File: src/rtl/spi_packet_tx_slave_if.sv
// Pin- and packet-side signal bundle for spi_packet_tx_slave.
// The slave modport is the design's view; the master modport is the view of
// whatever drives it (MCU pins plus the packet assembler).
interface spi_packet_tx_slave_if #(
   parameter int PKT_BYTES = 32
);
   // SPI pins
   logic                   sck;
   logic                   sdi;
   logic                   sdo;
   logic                   load;
   logic                   done;
   // packet assembler side
   logic [PKT_BYTES*8-1:0] data_in;
   logic                   data_ready;
   logic                   data_ack;
   logic                   short_read;
   logic [7:0]             overrun_cnt;

   modport slave (
      input  sck, sdi, load, data_in, data_ready,
      output sdo, done, data_ack, short_read, overrun_cnt
   );

   modport master (
      output sck, sdi, load, data_in, data_ready,
      input  sdo, done, data_ack, short_read, overrun_cnt
   );
endinterface

File: src/rtl/spi_packet_tx_slave.sv
// SPI mode-0 transmit-only slave streaming a sensor packet (plus optional
// mod-256 checksum byte) to the MCU using the LOAD/DONE handshake.
// Everything runs on clk: SCK, LOAD and SDI are synchronised and
// edge-detected, a shadow buffer takes the next packet while the current
// one shifts, and shadow overwrites are counted.
module spi_packet_tx_slave #(
   parameter int         PKT_BYTES   = 32,
   parameter int         APPEND_SUM  = 1,
   parameter int         MSB_FIRST   = 1,
   parameter logic [7:0] FILL_BYTE   = 8'h00,
   parameter int         SYNC_STAGES = 2
) (
   input  logic                  clk,
   input  logic                  rst_n,
   spi_packet_tx_slave_if.slave  bus
);

   localparam int PKT_W = PKT_BYTES * 8;
   localparam int TOTAL = (PKT_BYTES + APPEND_SUM) * 8;
   localparam int CNT_W = $clog2(TOTAL + 1);
   localparam logic [CNT_W-1:0] TOTAL_CNT = CNT_W'(TOTAL);

   typedef enum logic [1:0] {
      ST_EMPTY,
      ST_ARMED,
      ST_SHIFT,
      ST_ACK
   } state_t;

   state_t state_q, state_d;

   logic [SYNC_STAGES-1:0] sck_sync, load_sync, sdi_sync;
   logic                   sck_prev, load_prev;
   logic                   sck_s, load_s;
   logic                   sck_fall, load_fall, load_rise;
   logic                   unused_sdi;

   logic [PKT_W-1:0]       shadow_buf;
   logic                   shadow_valid;
   logic [7:0]             overrun_q;
   logic                   promote;

   logic [PKT_W-1:0]       active_buf;
   logic [7:0]             sum_q;

   logic [CNT_W-1:0]       bit_cnt, cnt_inc, sel_cnt;
   logic [2:0]             bit_pos, sel_pos, bit_idx;
   logic [CNT_W-4:0]       byte_idx;
   logic [7:0]             cur_byte;
   logic                   next_bit;
   logic                   sdo_q;

   logic                   done_c, data_ack_c, short_read_c;

   // mod-256 sum of all payload bytes of a packet
   function automatic logic [7:0] byte_sum(input logic [PKT_W-1:0] pkt);
      logic [7:0] s;
      s = 8'h00;
      for (int k = 0; k < PKT_BYTES; k++) s = s + pkt[8*k +: 8];
      return s;
   endfunction

   // Synchronise the asynchronous pins and keep one extra copy for edges.
   // NOTE: state is updated with <= so every flop samples pre-edge values;
   // a blocking = here would collapse the synchroniser chain into one stage.
   always_ff @(posedge clk or negedge rst_n) begin
      if (!rst_n) begin
         sck_sync  <= '0;
         load_sync <= '1;
         sdi_sync  <= '0;
         sck_prev  <= 1'b0;
         load_prev <= 1'b1;
      end else begin
         sck_sync  <= {sck_sync[SYNC_STAGES-2:0], bus.sck};
         load_sync <= {load_sync[SYNC_STAGES-2:0], bus.load};
         sdi_sync  <= {sdi_sync[SYNC_STAGES-2:0], bus.sdi};
         sck_prev  <= sck_s;
         load_prev <= load_s;
      end
   end

   assign sck_s     = sck_sync[SYNC_STAGES-1];
   assign load_s    = load_sync[SYNC_STAGES-1];
   assign sck_fall  = sck_prev & ~sck_s;
   assign load_fall = load_prev & ~load_s;
   assign load_rise = ~load_prev & load_s;
   // MOSI is synchronised for pin compatibility only; nothing consumes it.
   assign unused_sdi = ^sdi_sync;

   assign promote = (state_q == ST_EMPTY) && shadow_valid;

   // Shadow valid flag and saturating overrun counter. A capture in the same
   // cycle as a promotion refills the shadow and is not an overrun.
   always_ff @(posedge clk or negedge rst_n) begin
      if (!rst_n) begin
         shadow_valid <= 1'b0;
         overrun_q    <= 8'h00;
      end else if (bus.data_ready) begin
         shadow_valid <= 1'b1;
         if (shadow_valid && !promote && overrun_q != 8'hFF)
            overrun_q <= overrun_q + 8'd1;
      end else if (promote) begin
         shadow_valid <= 1'b0;
      end
   end

   // Packet storage: shadow capture and promotion into the active buffer.
   // NOTE: these wide data registers are deliberately not reset; the valid
   // flag and FSM state guard every use, so reset would only cost routing.
   always_ff @(posedge clk) begin
      if (bus.data_ready) shadow_buf <= bus.data_in;
      if (promote) begin
         active_buf <= shadow_buf;
         sum_q      <= byte_sum(shadow_buf);
      end
   end

   // FSM state register.
   always_ff @(posedge clk or negedge rst_n) begin
      if (!rst_n) state_q <= ST_EMPTY;
      else        state_q <= state_d;
   end

   // FSM next state and handshake outputs.
   // NOTE: every output gets a default before the case so no path leaves
   // a signal unassigned, which would infer a latch.
   always_comb begin
      state_d      = state_q;
      done_c       = 1'b0;
      data_ack_c   = 1'b0;
      short_read_c = 1'b0;
      case (state_q)
         ST_EMPTY: if (shadow_valid) state_d = ST_ARMED;
         ST_ARMED: begin
            done_c = 1'b1;
            if (load_fall) state_d = ST_SHIFT;
         end
         ST_SHIFT: begin
            done_c = 1'b1;
            if (load_rise) state_d = ST_ACK;
         end
         ST_ACK: begin
            data_ack_c   = 1'b1;
            short_read_c = (bit_cnt < TOTAL_CNT);
            state_d      = ST_EMPTY;
         end
         default: state_d = ST_EMPTY;
      endcase
   end

   // Select the bit that sdo must carry next: bit 0 while armed, the
   // following bit on each SCK fall while shifting; fill pattern past TOTAL.
   always_comb begin
      cnt_inc = (bit_cnt == TOTAL_CNT) ? bit_cnt : bit_cnt + CNT_W'(1);
      if (state_q == ST_SHIFT) begin
         sel_cnt = cnt_inc;
         sel_pos = bit_pos + 3'd1;
      end else begin
         sel_cnt = '0;
         sel_pos = 3'd0;
      end
      byte_idx = sel_cnt[CNT_W-1:3];
      cur_byte = FILL_BYTE;
      for (int k = 0; k < PKT_BYTES; k++)
         if (int'(byte_idx) == k) cur_byte = active_buf[8*k +: 8];
      if (APPEND_SUM != 0 && int'(byte_idx) == PKT_BYTES) cur_byte = sum_q;
      bit_idx  = (MSB_FIRST != 0) ? ~sel_pos : sel_pos;
      next_bit = cur_byte[bit_idx];
   end

   // Bit counter, position within byte and registered MISO.
   always_ff @(posedge clk or negedge rst_n) begin
      if (!rst_n) begin
         bit_cnt <= '0;
         bit_pos <= 3'd0;
         sdo_q   <= 1'b0;
      end else begin
         case (state_q)
            ST_ARMED: begin
               bit_cnt <= '0;
               bit_pos <= 3'd0;
               sdo_q   <= next_bit;
            end
            ST_SHIFT: begin
               if (sck_fall) begin
                  bit_cnt <= cnt_inc;
                  bit_pos <= bit_pos + 3'd1;
                  sdo_q   <= next_bit;
               end
            end
            default: sdo_q <= 1'b0;
         endcase
      end
   end

   assign bus.sdo         = sdo_q;
   assign bus.done        = done_c;
   assign bus.data_ack    = data_ack_c;
   assign bus.short_read  = short_read_c;
   assign bus.overrun_cnt = overrun_q;

endmodule

File: src/flat_wrapper.sv
// flat-port wrapper written by rule: the top's interface ports become plain ports
module spi_packet_tx_slave_flat 
#(
   parameter int         PKT_BYTES   = 32,
   parameter int         APPEND_SUM  = 1,
   parameter int         MSB_FIRST   = 1,
   parameter logic [7:0] FILL_BYTE   = 8'h00,
   parameter int         SYNC_STAGES = 2
)
  (clk, rst_n, bus_sck, bus_sdi, bus_load, bus_data_in, bus_data_ready, bus_sdo, bus_done, bus_data_ack, bus_short_read, bus_overrun_cnt);
  spi_packet_tx_slave_if #(.PKT_BYTES(PKT_BYTES)) bus_i ();
  input  logic clk;
  input  logic rst_n;
  input wire logic [$bits(bus_i.sck)-1:0] bus_sck;
  input wire logic [$bits(bus_i.sdi)-1:0] bus_sdi;
  input wire logic [$bits(bus_i.load)-1:0] bus_load;
  input wire logic [$bits(bus_i.data_in)-1:0] bus_data_in;
  input wire logic [$bits(bus_i.data_ready)-1:0] bus_data_ready;
  output wire logic [$bits(bus_i.sdo)-1:0] bus_sdo;
  output wire logic [$bits(bus_i.done)-1:0] bus_done;
  output wire logic [$bits(bus_i.data_ack)-1:0] bus_data_ack;
  output wire logic [$bits(bus_i.short_read)-1:0] bus_short_read;
  output wire logic [$bits(bus_i.overrun_cnt)-1:0] bus_overrun_cnt;
  assign bus_i.sck = bus_sck;
  assign bus_i.sdi = bus_sdi;
  assign bus_i.load = bus_load;
  assign bus_i.data_in = bus_data_in;
  assign bus_i.data_ready = bus_data_ready;
  assign bus_sdo = bus_i.sdo;
  assign bus_done = bus_i.done;
  assign bus_data_ack = bus_i.data_ack;
  assign bus_short_read = bus_i.short_read;
  assign bus_overrun_cnt = bus_i.overrun_cnt;
  spi_packet_tx_slave #(.PKT_BYTES(PKT_BYTES), .APPEND_SUM(APPEND_SUM), .MSB_FIRST(MSB_FIRST), .FILL_BYTE(FILL_BYTE), .SYNC_STAGES(SYNC_STAGES)) u_core (.clk(clk), .rst_n(rst_n), .bus(bus_i));
endmodule
File: config.mk
export PLATFORM = sky130hd
export DESIGN_NAME = spi_packet_tx_slave_flat
export DESIGN_NICKNAME = d
export VERILOG_FILES = /design/src/rtl/spi_packet_tx_slave_if.sv /design/src/rtl/spi_packet_tx_slave.sv /design/src/flat_wrapper.sv
export SDC_FILE = /design/constraint.sdc
export NUM_CORES = 1
export LEC_CHECK = 0
export ABC_CLOCK_PERIOD_IN_PS = 11300
export BUFFER_PORTS_ARGS = -buffer_cell sky130_fd_sc_hd__buf_2
export CAP_MARGIN = 20
export CORE_MARGIN = 3
export CORE_UTILIZATION = 40
export CTS_CLUSTER_DIAMETER = 80
export DETAILED_ROUTE_END_ITERATION = 10
export GPL_TIMING_DRIVEN = 0
export RECOVER_POWER = 100
export SYNTH_ARGS = -nofsm -noshare
export SYNTH_HDL_FRONTEND = slang
export SYNTH_SLANG_ARGS = --single-unit
File: constraint.sdc
create_clock -name clk -period 11.3 [get_ports clk]
set_input_delay 0.565 -clock clk [delete_from_list [all_inputs] [get_ports clk]]
set_output_delay 0.565 -clock clk [all_outputs]
set_load 0.05 [all_outputs]
# Word level (Yosys, flattened, before mapping)

Cells that the tools add are included.
Widths: inputs -> output; s select.

Output and inout bits: 12
Register bits: 550

Bitwise gates (word level): 7
Reduce and logical (&&, ||, !) cells: 12
$add $sub $neg: 34
Multiplexer cells: 53
$lt $le $gt $ge: 2
Eq/ne operators: 41

Operator list:

| operator            | count |
|---|---|
| $mux 8              | 33 |
| $add 8x8->8         | 31 |
| $eq 6x6->1 const B  | 17 |
| $eq 6x5->1 const B  | 8 |
| $mux 9              | 3 |
| $eq 6x4->1 const B  | 4 |
| $pmux 9 s2          | 1 |
| $eq 6x3->1 const B  | 2 |
| $add 9x1->9 const B | 1 |
| $eq 9x9->1 const B  | 1 |
| $lt 9x9->1 const B  | 1 |
| $add 8x1->8 const B | 1 |
| $ne 2x1->1 const B  | 4 |
| $ne 8x8->1 const B  | 1 |
| $pmux 2 s4          | 1 |
| $mux 1              | 7 |
| $eq 6x2->1 const B  | 1 |
| $logic_not 6->1     | 1 |
| $mux 2              | 3 |
| $mux 3              | 2 |
| $pmux 3 s2          | 1 |
| $eq 2x2->1 const B  | 2 |
| $lt 3x4->1 const B  | 1 |
| $reduce_and 2->1    | 2 |
| other kinds (13)    | 20 |

# Longest topological paths before layout

Gate-level depths: netlist of run 1.

Word-level depth: 41
Depth in mapped cells: 23

# Least setup slack after synthesis of run 1

OpenSTA, ideal clock, no wires.

Kind: register -> register
Start: register u_core.state_q[0]
End: register u_core.active_buf[0], enable pin
Library setup time: 0.899 ns
Cell stages (with the launch flop): 5
Slack: -1.194 ns
Clock period less this slack: 12.494 ns
Buffers on the path: 0
Arrival time: 11.595 ns
Path through: dfrtp_1 inv_1 ha_1 inv_1 nor2_1

Longest elaborated chain between the ends: 2

Ends and longest elaborated chain:

| item                   | RTL line                   | RTL |
|---|---|---|
| from (decl)            | spi_packet_tx_slave.sv:30  | `state_t state_q, state_d;` |
| from (signal assigned) | spi_packet_tx_slave.sv:121 | `else state_q <= state_d;` |
| $logic_not 2->1        | spi_packet_tx_slave.sv:90  | `assign promote = (state_q == ST_EMPTY) && shadow_valid;` |
| $logic_and 1x1->1      | spi_packet_tx_slave.sv:90  |  |
| net u_core.promote     | spi_packet_tx_slave.sv:41  | `logic promote;` |
| to (signal assigned)   | spi_packet_tx_slave.sv:113 | `active_buf <= shadow_buf;` |
| to (decl)              | spi_packet_tx_slave.sv:43  | `logic [PKT_W-1:0] active_buf;` |

The timed path passes the listed nets, and every way through them passes these cells.
A chain may end at the register's enable or synchronous reset.

# Worst setup path in the final report of run 1

Start: input bus_data_ready
End: register u_core.shadow_buf[193], enable pin

RTL lines:

| item                 | RTL line                   | RTL |
|---|---|---|
| from (decl)          | flat_wrapper.sv:18         | `input wire logic [$bits(bus_i.data_ready)-1:0] bus_data_ready;` |
| to (signal assigned) | spi_packet_tx_slave.sv:111 | `if (bus.data_ready) shadow_buf <= bus.data_in;` |
| to (decl)            | spi_packet_tx_slave.sv:38  | `logic [PKT_W-1:0] shadow_buf;` |

No word-level cell between the ends.

==> results of run 1 <==
[metal layers]
metal / vias up / part of all wire / track usage
met5: - / 0 / 0
met2: 957 / 0.48 / 0.399
met3: 215 / 0.087 / 0.0551
met4: 0 / 0.034 / 0.0904
li1: 7301 / - / -
met1: 8728 / 0.40 / 0.327
[state kept, by name, summed over array words and instances (netlist names)]
register                cells
u_core.bus.sdo              1
u_core.sck_sync             2
u_core.state_q              2
u_core.bus.overrun_cnt      8
u_core.load_prev            1
u_core.bit_cnt              9
u_core.shadow_valid         1
u_core.sck_prev             1
u_core.load_sync            2
u_core.shadow_buf         256
u_core.active_buf         256
u_core.sum_q                8
u_core.bit_pos              3
[logic make-up (layout without fill, tap and decap cells)]
| kind of cell | count (synthesis) | count (layout) |
|---|---|---|
| DFF | 550 | 550 |
| AOI/OAI and AO/OA | 360 | 360 |
| buffers and inverters | 314 | 720 |
| and+or+nand+nor | 286 | 286 |
| adders and majority gates | 215 | 215 |
| xor gates and xnor gates | 80 | 80 |
| muxes | 15 | 15 |
| other | 0 | 2 |
[layout make-up]
class                   instances  area share
clock buffers                  82      0.0566
repair buffers                285      0.0440
clock inverters                39      0.0139
inverters                     246      0.0294
plain buffers                  68      0.0131
diodes                          2    0.000160
multi-input cells             956       0.286
well taps                     864      0.0345
flip-flops and latches        550       0.522
[cells in the final DEF, fill, tap and decap left out, types with 66 or more instances in the layout]
cell type / count
nand2_1: 106
buf_2: 267
xnor2_1: 66
clkbuf_1: 69
a21oi_1: 77
inv_1: 246
fa_1: 183
edfxtp_1: 520
clkbuf_16: 68
[worst paths after layout]
check,cells after the start,from,to,slack (ns)
worst max-delay path,2,bus_data_ready,u_core.shadow_buf[193]$_DFFE_PP_,3.36
worst min-delay path,1,bus_load,u_core.load_sync[0]$_DFF_PN1_,0.05
worst max register to register,21,u_core.shadow_buf[99]$_DFFE_PP_,u_core.sum_q[7]$_DFFE_PP_,4.53
worst min register to register,0,u_core.sck_sync[0]$_DFF_PN0_,u_core.sck_sync[1]$_DFF_PN0_,0.35
max in group asynchronous,1,rst_n,u_core.bit_cnt[0]$_DFFE_PN0P_,9.92
min in group asynchronous,1,rst_n,u_core.bus.overrun_cnt[3]$_DFFE_PN0P_,0.38
[stage by stage]
| step | instances | hold slack (ns) | utilization | cell area, µm² |
|---|---|---|---|---|
| after floorplan | 1820 | 0.269 | - | 26700 |
| after global placement | 2956 | 0.344 | 0.442 | 29100 |
| after detailed placement | 2968 | 0.346 | 0.445 | 29400 |
| after CTS | 3089 | 0.00861 | 0.479 | 31600 |
| after global routing | 3090 | 0.0302 | 0.475 | 31400 |
| final | 3092 | 0.0485 | 0.475 | 31400 |
==> flow_summary.json, run 1 <==
{
  "floorplan.initialDensity": 0.405,
  "worst_pin_slew_ns": 6.62,
  "muxShareOfSynthArea": 0.00591,
  "slew_headroom": -3.41,
  "crit_chain": "clkbuf_1, clkbuf_2",
  "yosysTopAreaCell": "edfxtp_1",
  "syn2layout_area_growth_pct": 17.5,
  "via_per_inst": 5.56,
  "yosys-top-cells-area": "edfxtp_1 58%, fa_1 14%, inv_1 3.4%, dfrtp_1 2.5%, xnor2_1 2.2%",
  "cts.clk_slew.worst_paths_ns": 0.06,
  "ctsHoldBuffers": 0,
  "drt_iter0_markers": 2034,
  "clock-skew-final_ns": 0.0348,
  "ys_types": 94,
  "endpoint_kind": "register",
  "chipHeight_um": 264,
  "nets": 2650,
  "synthTopCellsByCount": "520 x edfxtp_1, 245 x inv_1, 183 x fa_1",
  "start_kind": "primary input",
  "yosysWarnings": 0,
  "multi_input_area_um2": 8990,
  "vias": 17200,
  "cts_made_buffers": 66,
  "grt_usage": 0.246,
  "syn_inst": 1820,
  "cts_root_buf": "clkbuf_16",
  "synth_fa_ha_area_frac": 0.152,
  "antenna_found_initial": 0,
  "die_w_um": 264,
  "rows": 94,
  "violations": "capacitance limit, slew limit",
  "drv_slew": 495,
  "synth.avg_cell_area_um2": 14.7,
  "ioPinCount": 274,
  "synth_top_area_frac": 0.585,
  "finalCriticalPeriod_ns": 7.94,
  "ys_async_sr_fraction": 0.0545,
  "rsz0062_at_grt": "no",
  "ant_nets": 0,
  "ys.flop_type": "edfxtp_1",
  "detailed_place_hpwl_um": 64300,
  "path_max_fanout": 134,
  "grt.overflow.total": 0,
  "max_freq_mhz": 126,
  "post_drt_wl_per_cell_um": 27.6,
  "postCtsSetupBuffers": 0,
  "synthXorXnorAreaFrac": 0.0262,
  "ys_ff_latch": 550,
  "fill_cells": 5809,
  "outcome": "complete, but fails checks",
  "syn_area_um2": 26700,
  "path_buf_inv": 2,
  "setup_viol": 0,
  "dpl_worst_slack_ns": 4.61,
  "critPathMaxStageDelay_ns": 4.52,
  "clk_latency_ns": 0.62,
  "grt_pass1_wl_um": 123000,
  "gp_congestion": 0.952,
  "crit_slowest_cell": "clkbuf_1",
  "grt_max_degree": 135,
  "min_period_over_period": 0.702,
  "htreeDepth": 3,
  "cts_resized": 0,
  "min_path_type": "in2reg",
  "drive_above_1_share": 0.200,
  "drt-pass1-iter-count": 6,
  "cts_tree": "done",
  "cp.required_ns": 11.43,
  "cap_violations": 9,
  "dieArea_um2": 69900,
  "totalNegativeSetupSlack_ns": 0,
  "synth_fp_nets": 2297,
  "cp.arrival_ns": 8.07,
  "finalWorstSetupSlack_ns": 3.36,
  "synth_top_family_by_area": "adder cells",
  "synthSimpleGateAreaFrac": 0.0529,
  "yosysMostFrequentCell": "edfxtp_1",
  "clock-sinks": 550,
  "synth_compound_area_frac": 0.0994,
  "clockBufferDepth": 3,
  "synth_edf_count": 520,
  "crit_family": "buffers and inverters",
  "place.port_buffers": 272,
  "final_hold_viol_count": 0,
  "crit_type": "in2reg",
  "synth-seq-area-share": 0.613,
  "drc": 0,
  "core_um2": 66000,
  "seq_area_um2": 16400,
  "first_global_vias": 18000,
  "routed_wl_um": 85500
}
Power of run 1 is left out: the tool's default activity adds up to more than one toggle a clock period on the data nets, which glitch-free logic cannot reach.
==> run 2: changes to the inputs <==
--- a/config.mk
+++ b/config.mk
@@ -5,7 +5,8 @@
 export SDC_FILE = /design/constraint.sdc
 export NUM_CORES = 1
 export LEC_CHECK = 0
-export ABC_CLOCK_PERIOD_IN_PS = 11300
+export ABC_AREA = 1
+export ABC_CLOCK_PERIOD_IN_PS = 7900
 export BUFFER_PORTS_ARGS = -buffer_cell sky130_fd_sc_hd__buf_2
 export CAP_MARGIN = 20
 export CORE_MARGIN = 3
==> constraint.sdc (replaced) <==
create_clock -name clk -period 7.9 [get_ports clk]
set_input_delay 0.395 -clock clk [delete_from_list [all_inputs] [get_ports clk]]
set_output_delay 0.395 -clock clk [all_outputs]
set_load 0.05 [all_outputs]
==> run 2 against run 1 <==
The run still ends with capacitance limit, slew limit left. Synthesized area shrank 4.7%. Non-clock buffer count increased by 187. Via count fell by 9.8%. Critical path depth up 20. Synthesized cell count grew 2.3%. Critical path type is now reg2reg. Die area fell by 4.6%. Clock-buffer cell count is 16 lower. Global-route usage shrank 5.1 points. Flip-flop and latch count is the same. Clock skew fell by 0.015 ns. Routed wire length decreased by 25%.
==> flow_summary.json, run 2 <==
{
  "rows": 91,
  "place.port_buffers": 272,
  "cp.arrival_ns": 6.82,
  "drc": 0,
  "fill_cells": 5370,
  "ctsHoldBuffers": 248,
  "postCtsSetupBuffers": 0,
  "synth_top_area_frac": 0.614,
  "syn_area_um2": 25400,
  "routed_wl_um": 63700,
  "violations": "capacitance limit, slew limit",
  "ys_ff_latch": 550,
  "ys_async_sr_fraction": 0.0545,
  "outcome": "complete, but fails checks",
  "dpl_worst_slack_ns": 1.39,
  "first_global_vias": 16900,
  "yosysMostFrequentCell": "edfxtp_1",
  "antennaDiodeCount": 0,
  "clk_latency_ns": 0.62,
  "vias": 15500,
  "cts.clk_slew.worst_paths_ns": 0.06,
  "grt_usage": 0.195,
  "synth_fp_nets": 2339,
  "cp.required_ns": 8.26,
  "drive_above_1_share": 0.138,
  "cts_root_buf": "clkbuf_16",
  "clock-skew-final_ns": 0.0198,
  "via_per_inst": 4.66,
  "grt_pass1_wl_um": 97500,
  "final_hold_viol_count": 0,
  "rsz0062_at_grt": "no",
  "crit_chain": "inv_1, fa_1, inv_1, fa_1, fa_1, inv_1, fa_1, fa_1, fa_1, inv_1, fa_1, inv_1, fa_1, inv_1, ha_1, a21oi_1, nand2_1, a21o_1, a21oi_1, xor2_1, xor2_1, xor2_1",
  "path_buf_inv": 6,
  "clockBufferDepth": 3,
  "cpMostUsedCell": "fa_1",
  "clock-sinks": 550,
  "gp_congestion": 0.859,
  "nets": 2928,
  "cap_violations": 4,
  "worst_pin_slew_ns": 5.26,
  "path_max_fanout": 4,
  "floorplan.initialDensity": 0.409,
  "drt-pass1-iter-count": 5,
  "layout_commonest_cell": "edfxtp_1",
  "cts_tree": "done",
  "core_um2": 62300,
  "chipHeight_um": 258,
  "grt.overflow.total": 0,
  "ys.flop_type": "edfxtp_1",
  "endpoint_kind": "register",
  "finalWorstSetupSlack_ns": 1.43,
  "finalCriticalPeriod_ns": 6.47,
  "yosysWarnings": 0,
  "crit_type": "reg2reg",
  "final_cell_mix": "520 x edfxtp_1, 358 x inv_1, 332 x nand2_1, 253 x dlygate4sd3_1, 183 x fa_1",
  "ioPinCount": 274,
  "antenna_found_initial": 1,
  "slew_headroom": -2.51,
  "yosys-top-cells-area": "edfxtp_1 61%, fa_1 14%, inv_1 5.3%, nand2_1 4.9%, dfrtp_1 2.7%",
  "largest_registers": "u_core.active_buf x256, u_core.shadow_buf x256, u_core.bit_cnt x9",
  "max_freq_mhz": 155,
  "cts_made_buffers": 58,
  "hp-start": "bus_data_in[65]",
  "detailed_place_hpwl_um": 46500,
  "synth_edf_count": 520,
  "syn_inst": 1862,
  "ys_types": 39,
  "cp-startpoint": "u_core.shadow_buf[172]$_DFFE_PP_",
  "yosysTopAreaCell": "edfxtp_1",
  "min_path_type": "in2reg",
  "grt_max_degree": 134,
  "worstReg2RegStart": "u_core.shadow_buf[172]$_DFFE_PP_",
  "crit_family": "adder cells",
  "syn2layout_area_growth_pct": 26.8,
  "cts_resized": 0,
  "setup_viol": 0,
  "start_kind": "register",
  "post_drt_wl_per_cell_um": 19.1,
  "synth.avg_cell_area_um2": 13.7,
  "drv_slew": 334,
  "htreeDepth": 2,
  "synth-seq-area-share": 0.643,
  "ant_nets": 0,
  "die_w_um": 258,
  "synthTopCellsByCount": "520 x edfxtp_1, 358 x inv_1, 332 x nand2_1",
  "crit_slowest_cell": "fa_1",
  "min_period_over_period": 0.819,
  "drt_iter0_markers": 1144,
  "dieArea_um2": 66700,
  "critPathMaxStageDelay_ns": 0.58
}
## run 2: cell types whose count changed after synthesis, moves of 20 or more
cell     change
nand2_1    +226
inv_1      +113
a21oi_1     -40
or2_2       +38
o21ai_0     -29
nand3_1     +27
buf_2       -26
o22ai_1     -24
nand4_1     +20
xnor2_1     -20
## run 2: kinds of logic (layout without fill, tap and decap cells)
| logic type | Yosys count | count (layout) | share of synthesized area |
|---|---|---|---|
| buf+inv | 375 | 1007 | 0.0560 |
| xor+xnor | 72 | 72 | 0.0248 |
| simple gates | 581 | 581 | 0.102 |
| mux | 1 | 1 | 0.000442 |
| compound gates | 68 | 68 | 0.0139 |
| flops | 550 | 550 | 0.643 |
| fa+ha+maj | 215 | 215 | 0.160 |
## run 2: layout make-up
class                   count  area (µm²)  share of cell area
inverters                 364        1370              0.0424
flip-flops and latches    550       16400               0.507
multi-input cells         937        7650               0.237
repair buffers            529        3850               0.119
well taps                 837        1050              0.0325
plain buffers              11        58.8             0.00182
clock buffers              66        1500              0.0466
clock inverters            37         417              0.0129
## run 2: worst register-to-register path: cells and delay by family (launching register included)
kind                     cells  cell delay [ns]
AO/OA/AOI/OAI                3             0.46
buffers and inverters        6             0.33
XOR/XNOR                     3             0.48
flip-flops                   1             0.36
AND/OR/NAND/NOR              1             0.09
adder cells (fa/ha/maj)      9             4.50
## run 2: path summary, 6_finish.rpt
kind,to,slack [ns],cells after the start
worst max-delay path,u_core.sum_q[7]$_DFFE_PP_,1.43,22
worst min-delay path,u_core.shadow_buf[65]$_DFFE_PP_,0.06,1
worst max register to register,u_core.sum_q[7]$_DFFE_PP_,1.43,22
worst min register to register,u_core.sck_sync[1]$_DFF_PN0_,0.35,0
max in group asynchronous,u_core.bit_cnt[4]$_DFFE_PN0P_,6.20,2
min in group asynchronous,u_core.bit_cnt[6]$_DFFE_PN0P_,0.74,2
## run 2: routing by layer
layer  vias to the layer above  wire (µm)  global-route usage
met5                         -          0                   0
met4                         0       1900              0.0645
met3                       100       3420              0.0283
met2                       457      32700               0.341
met1                      7713      25700               0.250
li1                       7238          -                   -
## run 2: metrics by stage
stage	std cells	cell area (µm²)	setup TNS [ns]	util	hold slack [ns]
2_1_floorplan	1862	25400	0	-	0.0994
3_3_place_gp	2971	27900	-193.26	0.447	0.340
3_5_place_dp	2975	28000	0	0.449	0.340
4_1_cts	3326	32400	0	0.520	0.000636
5_1_grt	3331	32300	0	0.518	0.0319
6_report	3331	32300	0	0.518	0.0639
Power of run 2 is left out for the same reason.
==> run 3: changes to the inputs <==
--- a/config.mk
+++ b/config.mk
@@ -6,7 +6,7 @@
 export NUM_CORES = 1
 export LEC_CHECK = 0
 export ABC_AREA = 1
-export ABC_CLOCK_PERIOD_IN_PS = 7900
+export ABC_CLOCK_PERIOD_IN_PS = 6020
 export BUFFER_PORTS_ARGS = -buffer_cell sky130_fd_sc_hd__buf_2
 export CAP_MARGIN = 20
 export CORE_MARGIN = 3
==> constraint.sdc (replaced) <==
create_clock -name clk -period 6.02 [get_ports clk]
set_input_delay 0.301 -clock clk [delete_from_list [all_inputs] [get_ports clk]]
set_output_delay 0.301 -clock clk [all_outputs]
set_load 0.05 [all_outputs]
==> run 3 against run 2 <==
Die area is the same. Final cell count grew 0.60%. The flow finishes with violations (capacitance limit, slew limit, setup timing). Global-route usage grew 0.060 points.
==> flow_summary.json, run 3 (synthesized netlist as in run 2, its figures left out) <==
{
  "outcome": "complete, but fails checks",
  "violations": "capacitance limit, slew limit, setup timing",
  "met1_length_um": 26600,
  "wl_met2_um": 32300,
  "die_w_um": 258,
  "post_drt_wl_per_cell_um": 19.1,
  "path_max_fanout": 4,
  "cts.clk_slew.worst_paths_ns": 0.07,
  "chipHeight_um": 258,
  "endpoint_kind": "register",
  "rows": 91,
  "worstReg2RegStart": "u_core.shadow_buf[28]$_DFFE_PP_",
  "syn2layout_area_growth_pct": 27.2,
  "maxUsedRoutingLayer": "met4",
  "post-route-util": 0.520,
  "largest_registers": "u_core.active_buf x256, u_core.shadow_buf x256, u_core.bit_cnt x9",
  "cp.required_ns": 6.37,
  "finalCriticalPeriod_ns": 6.29,
  "dieArea_um2": 66700,
  "grt_pass1_wl_um": 97600,
  "cp.arrival_ns": 6.64,
  "setup_viol": 1,
  "multi_input_area_um2": 7690,
  "finish.instance_area_um2": 32400,
  "route.met3.wl_um": 3060,
  "dpl_cell_area_um2": 28100,
  "totalNegativeSetupSlack_ns": -0.267,
  "gp_congestion": 0.870,
  "detailed_place_hpwl_um": 47100,
  "clock-sinks": 550,
  "drt_iter0_markers": 1084,
  "rsz0062_at_grt": "yes",
  "via_per_inst": 4.64,
  "r2r_setup_slack_ns": -0.27,
  "drc": 0,
  "clockBufferDepth": 3,
  "hp-start": "u_core.sck_sync[0]$_DFF_PN0_",
  "min_period_over_period": 1.04,
  "floorplan.initialDensity": 0.409,
  "layout_commonest_cell": "edfxtp_1",
  "core_um2": 62300,
  "routed_wl_um": 64100,
  "vias": 15600,
  "min_path_type": "reg2reg",
  "reg2reg_depth": 20,
  "final_cell_mix": "520 x edfxtp_1, 352 x inv_1, 332 x nand2_1, 259 x dlygate4sd3_1, 178 x fa_1",
  "place.port_buffers": 272,
  "drv_slew": 411,
  "hold_end": "u_core.sck_sync[1]$_DFF_PN0_",
  "crit_type": "reg2reg",
  "drive_above_1_share": 0.146,
  "seq_area_um2": 16400,
  "first_global_vias": 16800,
  "grt_max_degree": 130,
  "cap_violations": 7,
  "r2r_end": "u_core.sum_q[7]$_DFFE_PP_",
  "cts_made_buffers": 58,
  "ioPinCount": 274,
  "cts_tree": "done",
  "htreeDepth": 2,
  "cts_root_buf": "clkbuf_16",
  "antenna_found_initial": 3,
  "max_freq_mhz": 159,
  "finalWorstSetupSlack_ns": -0.267,
  "grt.overflow.total": 0,
  "clk_latency_ns": 0.60,
  "clock-skew-final_ns": 0.0157,
  "fill_cells": 5279,
  "final_hold_viol_count": 0,
  "ant_nets": 0,
  "nets": 2944,
  "hold_depth": 0,
  "grt_usage": 0.195,
  "drt-pass1-iter-count": 5,
  "start_kind": "register",
  "slew_headroom": -1.20,
  "worst_pin_slew_ns": 3.30,
  "dpl_worst_slack_ns": -0.450
}
-- run 3: layer usage --
metal,up-vias,GRT usage
met1,7704,0.254
li1,7270,-
met4,0,0.0669
met5,-,0
met2,467,0.338
met3,113,0.0277
-- run 3: worst max-delay path by stage --
stage                                      from                               end  slack (ns)  cells after the start
2_1_floorplan  u_core.shadow_buf[219]$_DFFE_PP_         u_core.sum_q[7]$_DFFE_PP_        0.06                     22
3_3_place_gp      u_core.state_q[0]$_DFFE_PN0P_  u_core.active_buf[124]$_DFFE_PP_       -0.93                      4
3_5_place_dp   u_core.shadow_buf[172]$_DFFE_PP_         u_core.sum_q[7]$_DFFE_PP_       -0.45                     22
4_1_cts        u_core.shadow_buf[116]$_DFFE_PP_         u_core.sum_q[7]$_DFFE_PP_       -0.39                     22
5_1_grt         u_core.shadow_buf[28]$_DFFE_PP_         u_core.sum_q[7]$_DFFE_PP_       -0.48                     20
6_report        u_core.shadow_buf[28]$_DFFE_PP_         u_core.sum_q[7]$_DFFE_PP_       -0.27                     20
-- run 3: what timing repair did --
action,CTS,global route
endpoints found under the setup margin,2,5
pin swaps,10,18
gates resized for setup,9,9
hold buffers,259,0
setup buffers,1,3
endpoints found under the hold margin,285,0
-- run 3: worst max-delay path, stage by stage (launching register included) --
cell and delay [ns]:
edfxtp_1 0.46, fa_1 0.57, inv_1 0.06, fa_1 0.59
fa_1 0.47, fa_1 0.55, fa_2 0.48, fa_1 0.55
inv_1 0.05, fa_1 0.48, inv_1 0.05, fa_1 0.49
inv_2 0.05, ha_4 0.23, a21oi_2 0.11, nand2_1 0.08
a21o_1 0.17, a21oi_2 0.14, xor2_1 0.19, xor2_1 0.18
xor2_1 0.08
-- run 3: area by class of cell --
class                      count  share of cell area
clock inverter                37              0.0128
antenna                        2            0.000155
multi-input combinational    937               0.238
buffer                        11             0.00182
inverter                     364              0.0422
tap                          837              0.0323
sequential                   550               0.506
clock buffer                  68              0.0466
timing repair buffer         545               0.121
-- run 3: through the flow --
step	hold WS, ns	std cells
final	0.351	3351
after global routing	0.365	3351
after floorplan	0.00541	1862
after global placement	0.340	2971
after detailed placement	0.341	2981
after CTS	0.0494	3346
Power of run 3 is left out for the same reason.
